--- config.mk ---
export PLATFORM = sky130hd
export DESIGN_NAME = demux_3_router
export DESIGN_NICKNAME = d
export VERILOG_FILES = /design/src/rtl/demux_3_router_pkg.sv /design/src/rtl/demux_3_slot.sv /design/src/rtl/demux_3_router.sv
export SDC_FILE = /design/constraint.sdc
export NUM_CORES = 1
export LEC_CHECK = 0
export ABC_AREA = 1
export CAP_MARGIN = 0
export CORE_MARGIN = 2
export CORE_UTILIZATION = 30
export DETAILED_ROUTE_END_ITERATION = 16
export SLEW_MARGIN = 40
export SYNTH_ARGS = -nofsm -noshare
export SYNTH_HDL_FRONTEND = slang
export SYNTH_SLANG_ARGS = --single-unit
--- constraint.sdc ---
create_clock -name clk -period 1.55 [get_ports clk]
set_input_delay 0.31 -clock clk [delete_from_list [all_inputs] [get_ports clk]]
set_output_delay 0.31 -clock clk [all_outputs]
set_load 0.03 [all_outputs]
--- src/rtl/demux_3_router_pkg.sv ---
// Shared definitions for the 1-to-3 registered demultiplexer and its slots.
// Select encoding matches the 3:1 mux so that mux(demux(x)) == x.
package demux_3_router_pkg;

  localparam int WIDTH_DEF = 8;
  localparam int CNT_W_DEF = 8;
  localparam int NUM_CH    = 3;

  typedef enum logic [1:0] {
    SEL_CH0  = 2'b00,
    SEL_CH1  = 2'b01,
    SEL_CH2A = 2'b10,
    SEL_CH2B = 2'b11
  } sel_e;

  // Both codes with s1=1 land on channel 2, as D2 does in the 3:1 mux.
  function automatic logic [NUM_CH-1:0] decode_sel(input logic [1:0] sel);
    logic [NUM_CH-1:0] onehot;
    onehot = 3'b100;
    case (sel)
      SEL_CH0:  onehot = 3'b001;
      SEL_CH1:  onehot = 3'b010;
      SEL_CH2A: onehot = 3'b100;
      SEL_CH2B: onehot = 3'b100;
      default:  onehot = 3'b100;
    endcase
    return onehot;
  endfunction

endpackage

--- src/rtl/demux_3_slot.sv ---
// One output channel: a 1-entry holding register with valid flag and a
// saturating count of accepted words.
module demux_3_slot import demux_3_router_pkg::*; #(
  parameter int WIDTH = WIDTH_DEF,
  parameter int CNT_W = CNT_W_DEF
) (
  input  logic             clk,
  input  logic             rst_n,
  input  logic             load,
  input  logic             drain,
  input  logic             clr,
  input  logic [WIDTH-1:0] load_data,
  output logic [WIDTH-1:0] data,
  output logic             valid,
  output logic [CNT_W-1:0] cnt
);

  // A load wins over a drain, so simultaneous drain+load keeps valid high.
  always_ff @(posedge clk or negedge rst_n) begin
    if (!rst_n) begin
      data  <= '0;
      valid <= 1'b0;
    end else if (load) begin
      data  <= load_data;
      valid <= 1'b1;
    end else if (drain) begin
      valid <= 1'b0;
    end
  end

  always_ff @(posedge clk or negedge rst_n) begin
    if (!rst_n) begin
      cnt <= '0;
    end else if (clr) begin
      cnt <= '0;
    end else if (load && (cnt != {CNT_W{1'b1}})) begin
      cnt <= cnt + 1'b1;
    end
  end

endmodule

--- src/rtl/demux_3_router.sv ---
// 1-to-3 registered demultiplexer: steers one valid/ready stream to one of
// three independently backpressured channels selected by {s1,s0}.
module demux_3_router import demux_3_router_pkg::*; #(
  parameter int WIDTH = WIDTH_DEF,
  parameter int CNT_W = CNT_W_DEF
) (
  input  logic                  clk,
  input  logic                  rst_n,
  input  logic [WIDTH-1:0]      in_data,
  input  logic                  in_valid,
  output logic                  in_ready,
  input  logic                  s0,
  input  logic                  s1,
  output logic [3*WIDTH-1:0]    out_data,
  output logic [NUM_CH-1:0]     out_valid,
  input  logic [NUM_CH-1:0]     out_ready,
  input  logic                  cnt_clr,
  output logic [3*CNT_W-1:0]    cnt
);

  logic [NUM_CH-1:0] target;
  logic [NUM_CH-1:0] load;
  logic [NUM_CH-1:0] drain;
  logic              accept;

  // Only the targeted channel's room matters, so a stalled channel blocks
  // nothing but inputs aimed at it.
  assign target   = decode_sel({s1, s0});
  assign in_ready = |(target & (~out_valid | out_ready));
  assign accept   = in_valid & in_ready;
  assign load     = accept ? target : '0;
  assign drain    = out_valid & out_ready;

  for (genvar k = 0; k < NUM_CH; k++) begin : g_slot
    demux_3_slot #(
      .WIDTH (WIDTH),
      .CNT_W (CNT_W)
    ) u_slot (
      .clk       (clk),
      .rst_n     (rst_n),
      .load      (load[k]),
      .drain     (drain[k]),
      .clr       (cnt_clr),
      .load_data (in_data),
      .data      (out_data[k*WIDTH +: WIDTH]),
      .valid     (out_valid[k]),
      .cnt       (cnt[k*CNT_W +: CNT_W])
    );
  end

endmodule
# Yosys cells after proc, flatten, opt, wreduce, memory -nomap -nowiden
# Index checks and enable logic that the tools add are counted.
# op_classes
addsub	3
eq_ne	6
n_mux	14
n_bitwise	5
n_reduce_logical	12
# op_table
operator	n
2-to-1 mux 8 bit	6
adder 8 x 1 -> 8 bit, second input constant	3
inequality test 8 bit, second input constant	3
nonzero test 2 bit	6
one-hot mux 3 bit (3 select lines)	1
AND 3 bit	2
2-to-1 mux 1 bit	6
equality test 2 bit, second input constant	2
logical AND 1 bit	3
2-to-1 mux 3 bit	1
inverter 3 bit	1
bitwise OR 3 bit	1
OR reduction 3 bit	1
equality test 2 x 1 -> 1 bit, second input constant	1
zero test 2 bit	1
OR reduction 2 bit	1
AND 1 bit	1
# word_totals
regBits	51
input_bits	17
output_inout_bits	52
word_cells	49

# Longest topological paths before layout
# Gate-level depths: netlist of the first run.
# depth
word_depth	10
ltp_mapped	10
depth_no_buf	9

# Modules after synthesis
# A second synthesis of the first run with hierarchy kept.
# hier_totals
cells_unflattened	347
hier_area_um2	2632.5
# modules_own_cells
mod	instances	cells_each	area_per_inst_um2	seq_area_each_um2
demux_3_slot	3	107	842.1	425.4
demux_3_router	1	26	106.4	0.0

# Least setup slack after synthesis of the first run
# OpenSTA, ideal clock, no wires.
# synth_timing
path_kind	register to register
from	register g_slot[2].u_slot.cnt[0]
to	register g_slot[2].u_slot.cnt[5]
setup_time_ns	0.067
arrival_ns	1.452
t_required_ns	1.483
slack_ns	0.032
path_stages_with_launch	9
n_path_buf	0
period_less_slack_ns	1.518
cell_sequence	dfrtp_1 > ha_1 > nand3_1 > inv_1 > nand2_1 > nand4_2 > nand2_4 > nand2_1 > nand2_1
# synth_via
elab_chain_len	3
word_cells_on_any_way	6
classes_between	1 x add/sub; 1 x eq/ne; 2 x mux; 2 x reduce/logical
# synth_rtl
element	line	rtl
from (decl)	demux_3_slot.sv:15	output logic [CNT_W-1:0] cnt
from (signal assigned)	demux_3_slot.sv:37	cnt <= cnt + 1'b1;
adder 8 x 1 -> 8 bit or inequality test 8 bit (tied branches)	demux_3_slot.sv:37, demux_3_slot.sv:36	
2-to-1 mux 8 bit or logical AND 1 bit (tied branches)	demux_3_slot.sv:36	end else if (load && (cnt != {CNT_W{1'b1}})) begin
2-to-1 mux 8 bit or nonzero test 2 bit (tied branches)	--	
# Parallel ways exist; a longest one is shown, timed or not. The select of a mux whose other input is x is not followed.
# A chain may end at the register's enable or synchronous reset.

# Worst setup path after layout of the first run
# layout_timing
from	register g_slot[0].u_slot.cnt[0]
to	output cnt[0]
# layout_rtl
element	line	rtl
from (decl)	demux_3_slot.sv:15	
from (signal assigned)	demux_3_slot.sv:37	
to (decl)	demux_3_router.sv:18	output logic [3*CNT_W-1:0] cnt
# No word-level cell between the ends.

==> results.yml, run 1 <==
timing:
  setup_viol: 0
  max_slew_margin_pct: 72.4
  fmax_ghz: 0.667
  finalWorstPathRequiredPeriod_ns: 1.50
  skew_ns: 0.00917
  rsz0062_at_grt: "false"
  finalCritPeriodShare_pct: 96.8
  worstMarginPinSlew_ns: 0.414
  hold_viol_final: 0
  slew_viol_final: 0
  setup_ws_ns: 0.0504
  setup_tns_ns: 0
worst_setup_path:
  crit_fanout: 4
  endpoint_kind: "output pin"
  worstReg2RegStart: "g_slot[0].u_slot.cnt[0]"
  path_buf_inv: 2
  crit_family: "buffers and inverters"
  reg2reg_depth: 9
  critPathLaunchType: "flop"
  max_stage_delay_ns: 0.40
  cpMaxStageDelayCell: "dfrtp_1"
  critPathKind: "flop to output pin"
  path_cells: "buf_4, clkdlybuf4s15_1"
  reg2reg_to: "g_slot[0].u_slot.cnt[4]"
  worstPathRequired_ns: 1.24
  cp.arrival_ns: 1.19
  rrSetupSlack_ns: 0.13
synthesis:
  synthAdderAreaFrac_pct: 1.39
  synthCells: 331
  synthSimpleGateAreaFrac_pct: 34.2
  yosys_warnings: 0
  ys_ff_latch: 51
  synth_area_leaders: "dfrtp_1 47%, nand2_1 16%, nand3_1 5.6%"
  synth_top_family_by_area: "simple AND/OR/NAND/NOR gates"
  synth_top_cell_by_area: "dfrtp_1"
  syn_area_um2: 2700
  yosysTopAreaCellShare_pct: 47.3
  synthArstFlopShare_pct: 100
  synth_cell_type_count: 24
  synth_edf_count: 0
  synth_xor_area_share_pct: 2.27
  synth_most_common_cell: "nand2_1"
  avgSynthCellArea_um2: 8.15
  synthTopCellsByCount: "116 x nand2_1, 51 x dfrtp_1, 34 x nor2_1, 30 x nand3_1, 28 x inv_1"
  synth.yosys.seq_area_share_pct: 47.3
  syn-num-nets: 351
  synth_ff_type: "dfrtp_1"
  synth_compound_area_share_pct: 7.66
  muxShareOfSynthArea_pct: 0
global_routing:
  antenna_found_initial: 0
  grt_pass1_vias: 2393
  grt_pass1_wl_mm: 11.2
  grt-ovfl-total: 0
  grt_max_degree: 32
  grt.total_usage_pct: 14.0
clock_network:
  cts_buffers: 5
  cts_tree: "yes"
  clock_path_buffers: 2
  cts.sinks: 51
  htreeDepth: 2
  cts-root-buf: "clkbuf_8"
  insertion_delay_ns: 0.31
  path_clk_slew_ns: 0.10
flow_run:
  maxCapViolCount: 0
place:
  place_congestion: 0.813
  preCtsSetupSlack_ns: -0.327
  post-place-cells: 523
  hpwl_mm: 4.73
  placed_area_um2: 3700
  port_buffers: 68
floorplanning:
  num_rows: 34
  dieWidth_um: 98.8
  num_io_pins: 69
  core_um2: 8720
  die_y_um: 98.8
  dieArea_um2: 9760
  start_util_pct: 30.9
drt:
  routed_wl_mm: 6.46
  wl_per_cell_um: 12.1
  first_pass_iters: 4
  drcViolationCount: 0
  via_per_inst: 4.45
  vias: 2376
  ant_nets: 0
  drtIter0Drc: 129
hold_path:
  hold_class: "input port to flop"
  hold_path_end: "g_slot[1].u_slot.valid"
  hold_start: "out_ready[1]"
  min_delay_path_depth: 4
cells_and_area:
  syn2layout_area_growth_pct: 41.4
  stdcell_area_um2: 3810
  drive_gt1_share_pct: 19.7
  fin_cells: 534
  antenna_cells: 0
  fin_nets: 445
pwr:
  p_leak_nw: 2.06
  pwr_density_cell_nw_per_um2: 926
  total_power_w: 0.00353
  vdd_drop_max_uv: 397
outcome:
  status: "finished, final reports clean"
-- sequential cells by signal (all words and copies together), names as in the netlist --
name / cells
g_slot.u_slot.cnt: 24
g_slot.u_slot.data: 24
g_slot.u_slot.valid: 3
-- cells in the final DEF, fill, tap and decap left out --
master             n
nor2_1            33
buf_2              1
nand2_2            8
dlymetal6s2s_1     4
clkdlybuf4s15_1    6
o21ai_1            7
o21ai_2           17
nand2_1          109
buf_6              2
clkinv_4           2
inv_1             27
dlygate4sd3_1      1
nand2_4            6
nand3_4            1
clkdlybuf4s50_1   10
nand2_8            1
nor2_2             3
buf_4             23
or2_2              2
buf_12             6
ha_1               3
clkbuf_8           5
xnor2_1            3
nand4_2            3
inv_2              1
clkbuf_2           1
dlygate4sd2_1     44
xor2_1             4
nand3_1           30
nor3b_1            6
dfrtp_1           51
inv_4              1
clkinv_1           1
inv_8              1
o21bai_1           3
-- metrics by stage --
step,hold slack (ns),util [%]
after global routing,0.327,43.7
after detailed placement,0.270,42.5
final,0.292,43.7
after CTS,0.460,43.0
after global placement,0.265,42.5
after floorplan,0.0144,-
-- layout make-up --
cell class	instances	area (µm²)
Clock buffer	5	68.8
Multi-Input combinational cell	239	1260
Clock inverter	3	28.8
Fill cell	881	4910
Timing Repair Buffer	98	931
Inverter	30	115
Tap cell	108	135
Sequential cell	51	1280
-- worst max path at each step --
stage / from / to / depth (start not counted)
finish: g_slot[0].u_slot.cnt[0] / cnt[0] / 2
detailed placement: s1 / in_ready / 6
global placement: s1 / in_ready / 6
global route: g_slot[0].u_slot.cnt[4] / cnt[4] / 1
CTS: s0 / in_ready / 7
floorplan: g_slot[2].u_slot.cnt[0] / g_slot[2].u_slot.cnt[5] / 8
-- power breakdown --
| group | internal, W | leakage (nW) | switching, W | total (W) |
|---|---|---|---|---|
| logic | 0.000415 | 1.34 | 0.000710 | 0.00112 |
| registers | 0.00149 | 0.668 | 0.0000949 | 0.00159 |
| clock network | 0.000335 | 0.0502 | 0.000481 | 0.000816 |
-- repair_timing --
action / 4_1_cts / 5_1_grt
endpoints found under the setup margin: 51 / 26
resized for setup: 53 / 22
hold buffers: 1 / 0
setup buffers: 0 / 2
gates cloned: 0 / 0
hold endpoints to repair: 14 / 0
pin swaps: 0 / 3
-- tightest hold or removal path: cells and delay by family --
family / cells / cell delay, ns
AND/OR/NAND/NOR: 2 / 0.12
buffers and inverters: 2 / 0.13
-- routing by layer --
| layer | track usage, % | vias up | part of all wire (%) |
|---|---|---|---|
| met1 | 18.5 | 1116 | 46 |
| met3 | 2.13 | 4 | 3.4 |
| li1 | - | 1222 | - |
| met2 | 24.1 | 34 | 50 |
| met5 | 0 | - | 0 |
| met4 | 3.48 | 0 | 0.99 |
-- cells by family after synthesis --
logic type | Yosys count
AND/OR/NAND/NOR | 202
flip-flops | 51
buffers and inverters | 41
AO/OA/AOI/OAI | 27
XOR/XNOR | 7
adder cells (fa/ha/maj) | 3
Power figures use the tool's default switching activity.
==> run 2: changes to the inputs <==
- GPL_ROUTABILITY_DRIVEN: unset -> 0
==> results of run 2 <==
Same layout as run 1: the final DEF is identical, and so are final timing and power.
==> run 3: changes to the inputs <==
- HOLD_SLACK_MARGIN: unset -> 0.08
==> results of run 3 <==
Same layout as run 1: the final DEF is identical, and so are final timing and power.
